[src/rtl/ni_rdbk_pkg.sv]
// Shared types and command codes for the NI 6501 read-back responder.
// Command codes match the write-side decoder (addr[7:2] of the command byte).
package ni_rdbk_pkg;

  typedef enum logic [2:0] {
    ST_IDLE    = 3'd0,
    ST_LATCH   = 3'd1,
    ST_TURN    = 3'd2,
    ST_DRIVE   = 3'd3,
    ST_RELEASE = 3'd4
  } state_t;

  localparam logic [5:0] NI_CMD_SR   = 6'd11;
  localparam logic [5:0] NI_CMD_STAT = 6'd12;
  localparam logic [5:0] NI_CMD_HT1  = 6'd13;
  localparam logic [5:0] NI_CMD_HT2  = 6'd14;
  localparam logic [5:0] NI_CMD_HT3  = 6'd15;

  function automatic logic is_rd_cmd(input logic [5:0] i_code);
    return (i_code >= NI_CMD_SR) && (i_code <= NI_CMD_HT3);
  endfunction

endpackage

[src/rtl/ni_rdbk_if.sv]
// NI host-side bus seen by the read-back responder: select/latch strobes,
// decoded command pulse, and the data/enable pair feeding the addr pad tristate.
interface ni_rdbk_if;
  logic       mod_sel;
  logic       ale;
  logic       cmd_vld;
  logic [5:0] cmd;
  logic [7:0] dout;
  logic       dout_oe;
  logic       busy;
  logic       rd_err;

  modport master (
    output mod_sel, ale, cmd_vld, cmd,
    input  dout, dout_oe, busy, rd_err
  );

  modport slave (
    input  mod_sel, ale, cmd_vld, cmd,
    output dout, dout_oe, busy, rd_err
  );
endinterface

[src/rtl/ni_sync2.sv]
// Two-flop synchronizer for single-bit NI-domain strobes into clk.
module ni_sync2 (
  input  logic i_clk,
  input  logic i_rst_n,
  input  logic i_d,
  output logic o_q
);

  logic r_meta;
  logic r_q;

  always_ff @(posedge i_clk or negedge i_rst_n) begin
    if (!i_rst_n) begin
      r_meta <= 1'b0;
      r_q    <= 1'b0;
    end else begin
      r_meta <= i_d;
      r_q    <= r_meta;
    end
  end

  assign o_q = r_q;

endmodule

[src/rtl/ni_rdbk.sv]
// Read-back responder: snapshots the addressed source register, waits out the
// bus turnaround, then drives the byte to the NI host until module select drops.
module ni_rdbk
  import ni_rdbk_pkg::*;
#(
  parameter int unsigned TURN_CYC = 4,
  parameter int unsigned TIMEOUT  = 50000
) (
  input  logic        i_clk,
  input  logic        i_rst_n,
  ni_rdbk_if.slave    io_bus,
  input  logic [7:0]  i_sr_reg,
  input  logic [7:0]  i_stat_reg,
  input  logic [19:0] i_ht_cnt,
  input  logic        i_sw_in
);

  localparam logic [7:0]  TURN_LD = 8'(TURN_CYC - 1);
  localparam logic [15:0] TO_LAST = 16'(TIMEOUT - 1);

  logic w_mod_sel_s;
  logic w_ale_s;

  ni_sync2 u_sync_mod_sel (
    .i_clk   (i_clk),
    .i_rst_n (i_rst_n),
    .i_d     (io_bus.mod_sel),
    .o_q     (w_mod_sel_s)
  );

  ni_sync2 u_sync_ale (
    .i_clk   (i_clk),
    .i_rst_n (i_rst_n),
    .i_d     (io_bus.ale),
    .o_q     (w_ale_s)
  );

  state_t      r_state;
  logic        r_cmd_vld;
  logic [5:0]  r_cmd;
  logic [5:0]  r_op;
  logic [7:0]  r_rd_buf;
  logic [19:8] r_ht_snap;
  logic        r_sw_snap;
  logic        r_snap_vld;
  logic [7:0]  r_turn;
  logic [15:0] r_timer;
  logic [7:0]  r_dout;
  logic        r_dout_oe;
  logic        r_busy;
  logic        r_rd_err;

  // Command pulse is registered on arrival so the FSM decodes from a flop,
  // not straight off the write decoder; this is the first latency cycle.
  always_ff @(posedge i_clk or negedge i_rst_n) begin
    if (!i_rst_n) begin
      r_state    <= ST_IDLE;
      r_cmd_vld  <= 1'b0;
      r_cmd      <= '0;
      r_op       <= '0;
      r_rd_buf   <= '0;
      r_ht_snap  <= '0;
      r_sw_snap  <= 1'b0;
      r_snap_vld <= 1'b0;
      r_turn     <= '0;
      r_timer    <= '0;
      r_dout     <= '0;
      r_dout_oe  <= 1'b0;
      r_busy     <= 1'b0;
      r_rd_err   <= 1'b0;
    end else begin
      r_cmd_vld <= io_bus.cmd_vld;
      r_cmd     <= io_bus.cmd;
      r_rd_err  <= 1'b0;
      case (r_state)
        ST_IDLE: begin
          if (r_cmd_vld && is_rd_cmd(r_cmd)) begin
            r_op    <= r_cmd;
            r_state <= ST_LATCH;
            r_busy  <= 1'b1;
          end
        end
        ST_LATCH: begin
          case (r_op)
            NI_CMD_STAT: r_rd_buf <= i_stat_reg;
            NI_CMD_HT1: begin
              r_rd_buf   <= i_ht_cnt[7:0];
              r_ht_snap  <= i_ht_cnt[19:8];
              r_sw_snap  <= i_sw_in;
              r_snap_vld <= 1'b1;
            end
            NI_CMD_HT2: r_rd_buf <= r_snap_vld ? r_ht_snap[15:8] : i_ht_cnt[15:8];
            NI_CMD_HT3: begin
              r_rd_buf   <= r_snap_vld ? {3'b000, r_sw_snap, r_ht_snap[19:16]}
                                       : {3'b000, i_sw_in, i_ht_cnt[19:16]};
              r_snap_vld <= 1'b0;
            end
            default: r_rd_buf <= i_sr_reg;
          endcase
          r_turn  <= TURN_LD;
          r_state <= ST_TURN;
        end
        ST_TURN: begin
          if (!w_mod_sel_s) begin
            r_state <= ST_IDLE;
            r_busy  <= 1'b0;
          end else if ((r_turn == 8'd0) && !w_ale_s) begin
            r_state   <= ST_DRIVE;
            r_dout    <= r_rd_buf;
            r_dout_oe <= 1'b1;
            r_timer   <= '0;
          end else if (r_turn != 8'd0) begin
            r_turn <= r_turn - 8'd1;
          end
        end
        ST_DRIVE: begin
          // A host release in the timeout cycle wins; no error in that case.
          if (!w_mod_sel_s) begin
            r_state   <= ST_RELEASE;
            r_dout    <= '0;
            r_dout_oe <= 1'b0;
          end else if (r_timer == TO_LAST) begin
            r_state   <= ST_RELEASE;
            r_dout    <= '0;
            r_dout_oe <= 1'b0;
            r_rd_err  <= 1'b1;
          end else begin
            r_timer <= r_timer + 16'd1;
          end
        end
        ST_RELEASE: begin
          r_state <= ST_IDLE;
          r_busy  <= 1'b0;
        end
        default: begin
          r_state   <= ST_IDLE;
          r_busy    <= 1'b0;
          r_dout    <= '0;
          r_dout_oe <= 1'b0;
        end
      endcase
    end
  end

  assign io_bus.dout    = r_dout;
  assign io_bus.dout_oe = r_dout_oe;
  assign io_bus.busy    = r_busy;
  assign io_bus.rd_err  = r_rd_err;

endmodule

[src/flat_wrapper.sv]
// flat-port wrapper written by rule: the top's interface ports become plain ports
module ni_rdbk_flat import ni_rdbk_pkg::*;
#(
  parameter int unsigned TURN_CYC = 4,
  parameter int unsigned TIMEOUT  = 50000
)
  (i_clk, i_rst_n, i_sr_reg, i_stat_reg, i_ht_cnt, i_sw_in, io_bus_mod_sel, io_bus_ale, io_bus_cmd_vld, io_bus_cmd, io_bus_dout, io_bus_dout_oe, io_bus_busy, io_bus_rd_err);
  ni_rdbk_if io_bus_i ();
  input  logic i_clk;
  input  logic i_rst_n;
  input  logic [7:0] i_sr_reg;
  input  logic [7:0] i_stat_reg;
  input  logic [19:0] i_ht_cnt;
  input  logic i_sw_in;
  input wire logic [$bits(io_bus_i.mod_sel)-1:0] io_bus_mod_sel;
  input wire logic [$bits(io_bus_i.ale)-1:0] io_bus_ale;
  input wire logic [$bits(io_bus_i.cmd_vld)-1:0] io_bus_cmd_vld;
  input wire logic [$bits(io_bus_i.cmd)-1:0] io_bus_cmd;
  output wire logic [$bits(io_bus_i.dout)-1:0] io_bus_dout;
  output wire logic [$bits(io_bus_i.dout_oe)-1:0] io_bus_dout_oe;
  output wire logic [$bits(io_bus_i.busy)-1:0] io_bus_busy;
  output wire logic [$bits(io_bus_i.rd_err)-1:0] io_bus_rd_err;
  assign io_bus_i.mod_sel = io_bus_mod_sel;
  assign io_bus_i.ale = io_bus_ale;
  assign io_bus_i.cmd_vld = io_bus_cmd_vld;
  assign io_bus_i.cmd = io_bus_cmd;
  assign io_bus_dout = io_bus_i.dout;
  assign io_bus_dout_oe = io_bus_i.dout_oe;
  assign io_bus_busy = io_bus_i.busy;
  assign io_bus_rd_err = io_bus_i.rd_err;
  ni_rdbk #(.TURN_CYC(TURN_CYC), .TIMEOUT(TIMEOUT)) u_core (.i_clk(i_clk), .i_rst_n(i_rst_n), .io_bus(io_bus_i), .i_sr_reg(i_sr_reg), .i_stat_reg(i_stat_reg), .i_ht_cnt(i_ht_cnt), .i_sw_in(i_sw_in));
endmodule
[config.mk]
export PLATFORM = sky130hd
export DESIGN_NAME = ni_rdbk_flat
export DESIGN_NICKNAME = d
export VERILOG_FILES = /design/src/rtl/ni_rdbk_pkg.sv /design/src/rtl/ni_rdbk_if.sv /design/src/rtl/ni_sync2.sv /design/src/rtl/ni_rdbk.sv /design/src/flat_wrapper.sv
export SDC_FILE = /design/constraint.sdc
export NUM_CORES = 1
export LEC_CHECK = 0
export BUFFER_PORTS_ARGS = -buffer_cell sky130_fd_sc_hd__buf_2
export CAP_MARGIN = 20
export CORE_ASPECT_RATIO = 1.25
export CORE_UTILIZATION = 40
export CTS_BUF_LIST = sky130_fd_sc_hd__clkbuf_16
export DETAILED_ROUTE_END_ITERATION = 6
export PLACE_DENSITY = 0.57
export SYNTH_ARGS = -nofsm -noshare
export SYNTH_HDL_FRONTEND = slang
export SYNTH_SLANG_ARGS = --single-unit
[constraint.sdc]
create_clock -name i_clk -period 2.4 [get_ports i_clk]
set_input_delay 0.48 -clock i_clk [delete_from_list [all_inputs] [get_ports i_clk]]
set_output_delay 0.48 -clock i_clk [all_outputs]
set_load 0.02 [all_outputs]
==> key figures <==
Timing
  – RSZ-0062 raised after global routing: no
  – Fin. Hold Viols: 0
  – Final worst-path cycle share: 0.8335
  – Worst slew pin tran: 0.7558 ns
  – Min Tclk post-route: between 2 and 2.5 ns
  – Highest Clock Rate: 0.4999 GHz
  – Skew final: 0.005526 ns
  – Hold_ws: 0.1140 ns
  – Final TNS setup: 0 ns
  – Final setup violation count: 0
  – Final Max Tran Viols: 0
  – Worst rel slew slack: 0.4961

Worst setup path
  – CP Launch Type: register
  – Worst setup path startpoint: u_core.r_turn[0]
  – Crit path arrival time: 2.21 ns
  – Required time of the critical path: 2.61 ns
  – RR Startpoint: u_core.r_turn[0]
  – Crit end category: register
  – CP max FO: 6
  – Critical path class: register to register

Synth
  – Ys async rst share: 1.000
  – Post-Syn Nets: ~360
  – Distinct cells, synth: 53
  – Post-synth EDFFs: 0
  – Seq cells post-synth: 77
  – Cells after synthesis: approximately 310
  – Xor/xnor share of the synthesized area: 0.02893
  – Main synth FF type: dfrtp_1
  – Yosys synthesis warning count: 0
  – Post-synthesis adder-cell area fraction: 0.01033
  – Netlist Area Pre-Place: 3633 um2
  – Simple-Gate Fraction of Synth Area: 0.1718
  – Post-synthesis mux area share: 0.1257
  – Syn_area_per_cell: 11.87 um2
  – Compound-Gate Fraction of Synth Area: 0.1026
  – Main combinational cell family by area after synthesis: simple AND/OR/NAND/NOR gates
  – Share of the yosys chip area belonging to registers: 0.5303

Final layout
  – Commonest cells after routing, fill and taps aside: 77 x dfrtp_1, 57 x buf_2, 25 x nor2_1, 25 x nand2_1, 16 x a21oi_1
  – Layout area overhead: 20.45%
  – Share of layout cells above drive strength 1: 0.3128
  – Ant diodes: 0
  – Commonest non-fill, non-tap cell in the layout: dfrtp_1
  – Final #Nets: 420
  – Filler cell count: 844
  – Post-route cell area: between 4000 and 5000 um2

Clock tree
  – CTS Buffer Depth: 2
  – Post-CTS setup buffers: 0
  – Clock Tree Root: clkbuf_16
  – Clk slew on worst S/H paths: around 0.060 ns
  – Hold Buf Count CTS: 0
  – Clk sink count: 77
  – Worst-skew pair later-pin latency: approximately 0.33 ns
  – CTS tree: built
  – # resized after CTS: 0
  – CTS Buf Count: 9
  – H-Tree Depth: 3

Routing
  – WL/cell: around 14 um
  – Router iterations before antenna repair: 4
  – Antenna Nets Post-Route: 0
  – Routed WL: about 7.2 mm
  – Initial drt markers: 150
  – DRC viols: 0
  – DR vias/cell: 5.136
  – Via count: 2537

Global routing
  – Vias in the first global route: 2506
  – GRT Residual Overflow: 0
  – GR Util All Layers: 0.1667
  – Initial antenna violation count: 0
  – Largest net degree at the start of global routing: 41
  – First-pass GRT wire length: 11.81 mm

Power and ir drop
  – Power Density: 877.8 nW/um2
  – Clock network power share: 0.350
  – Maximum vdd drop: 0.0003994 V
  – Tot Pwr: 0.003842 W
  – Leak: 2.115 nW
  – Internal: 0.002690 W
  – Sw frac: 0.2999
  – Part of the power in registers: 0.441
  – Sw Pwr: 0.001152 W
  – Combinational share of power: 0.209

Die
  – Die X: 87.25 um
  – DIE AREA: roughly 9500 um2
  – Die H: 108.6 um
  – Row cnt: 38
  – Core area: 8748 um2
  – Initial Utilization: 0.4153
  – Top-level I/O count: 59

Run status
  – Outcome: finished, final reports clean

Job
  – Total of max-cap violations: 0

Hold path
  – Hold WC Path Type: input port to asynchronous set/reset pin

Placement
  – Post-detail-place hpwl: about 5 mm
  – Port Buffers: 58
  – Placer congestion estimate: approximately 0.77
  – Placed cell area: 4076 um2
critical path, stage by stage (launching register included):
cell and delay [ns]:
dfrtp_1 0.42, inv_1 0.10, ha_1 0.16, or4b_4 0.51, nor3_4 0.24, nand2_1 0.21, o211ai_1 0.15, o31ai_1 0.09
sequential cells by signal, indices dropped and copies added, names as in the netlist:
signal / cells
u_core.r_sw_snap: 1
u_core.r_ht_snap: 12
u_core.io_bus.dout_oe: 1
u_core.u_sync_ale.o_q: 1
u_core.io_bus.dout: 8
u_core.r_turn: 8
u_core.r_op: 6
u_core.r_timer: 16
u_core.u_sync_mod_sel.o_q: 1
u_core.u_sync_ale.r_meta: 1
u_core.r_cmd: 6
u_core.io_bus.rd_err: 1
u_core.r_state: 3
u_core.u_sync_mod_sel.r_meta: 1
u_core.r_rd_buf: 8
u_core.r_snap_vld: 1
u_core.io_bus.busy: 1
u_core.r_cmd_vld: 1
through the flow:
step / util / setup slack, ns / std cells
5_1_grt: 0.5003 / 0.2682 / 494
6_report: 0.5003 / 0.3997 / 494
3_5_place_dp: 0.4660 / 0.4036 / 478
3_3_place_gp: 0.4660 / 0.4263 / 478
2_1_floorplan: - / 0.5792 / 306
4_1_cts: 0.5003 / 0.3951 / 494
synth_stat cells, types with 2 or more instances:
library cell	instances	area share
nand3_1	12	0.017
mux4_2	5	0.031
o21ai_0	15	0.021
inv_1	4	0.0041
nor4_4	2	0.012
nor2_1	25	0.026
o211ai_1	3	0.0062
nor4_2	2	0.0069
clkbuf_1	6	0.0062
o31ai_1	2	0.0041
buf_6	2	0.0062
dfrtp_1	77	0.53
xor2_1	7	0.017
nor4bb_1	2	0.0055
xnor2_1	5	0.012
mux2i_1	13	0.036
buf_4	2	0.0041
mux2_4	9	0.037
and3_1	8	0.014
o311ai_0	2	0.0048
o221ai_1	3	0.0072
a22o_1	8	0.019
buf_2	7	0.0096
nand4_1	3	0.0052
nand2_1	25	0.026
a21oi_1	16	0.022
ha_1	3	0.010
nor2b_1	3	0.0052
nand3b_1	2	0.0041
o41ai_1	2	0.0048
nor3_1	3	0.0041
mux2_2	7	0.022
final cells by class:
type	instances	area [um2]	share of cell area
sequential	77	1927	0.4403
clock inverter	7	75.07	0.01715
tap	120	150.1	0.03431
timing repair buffer	69	387.9	0.08862
multi-input combinational	208	1597	0.3648
clock buffer	9	225.2	0.05146
inverter	4	15.01	0.003431
per-layer routing:
layer / vias up / GRT usage / wire (um)
li1: 1239 / - / -
met1: 1245 / 0.2071 / 3153
met2: 46 / 0.2729 / 3636
met3: 7 / 0.04656 / 276
met4: 0 / 0.06674 / 91
met5: - / 0 / 0
final timing paths:
check                                                 end  slack, ns  cells after the start
min in group i_clk                        u_core.r_cmd[5]       0.25                      1
worst max-delay path                    u_core.r_timer[3]       0.40                      7
worst min register to register  u_core.u_sync_mod_sel.o_q       0.35                      0
max in group asynchronous            u_core.r_ht_snap[19]       1.72                      2
worst min-delay path                    u_core.r_timer[0]       0.11                      1
worst max register to register          u_core.r_timer[3]       0.40                      7
power groups by stage:
stage	sequential, W	combinational, W	clock, W
floorplan	0.00172	0.000545	0
global placement	0.00171	0.000795	0
detailed placement	0.00172	0.000812	0
CTS	0.00170	0.000817	0.00138
global route	0.00173	0.000899	0.00144
finish	0.00169	0.000805	0.00134
logic make-up after synthesis:
family,after synthesis
fa+ha+maj,3
compound gates,55
buf+inv,21
mux,34
simple gates,104
flops,77
xor+xnor,12
Note: power is estimated with default switching activity, not from simulation.
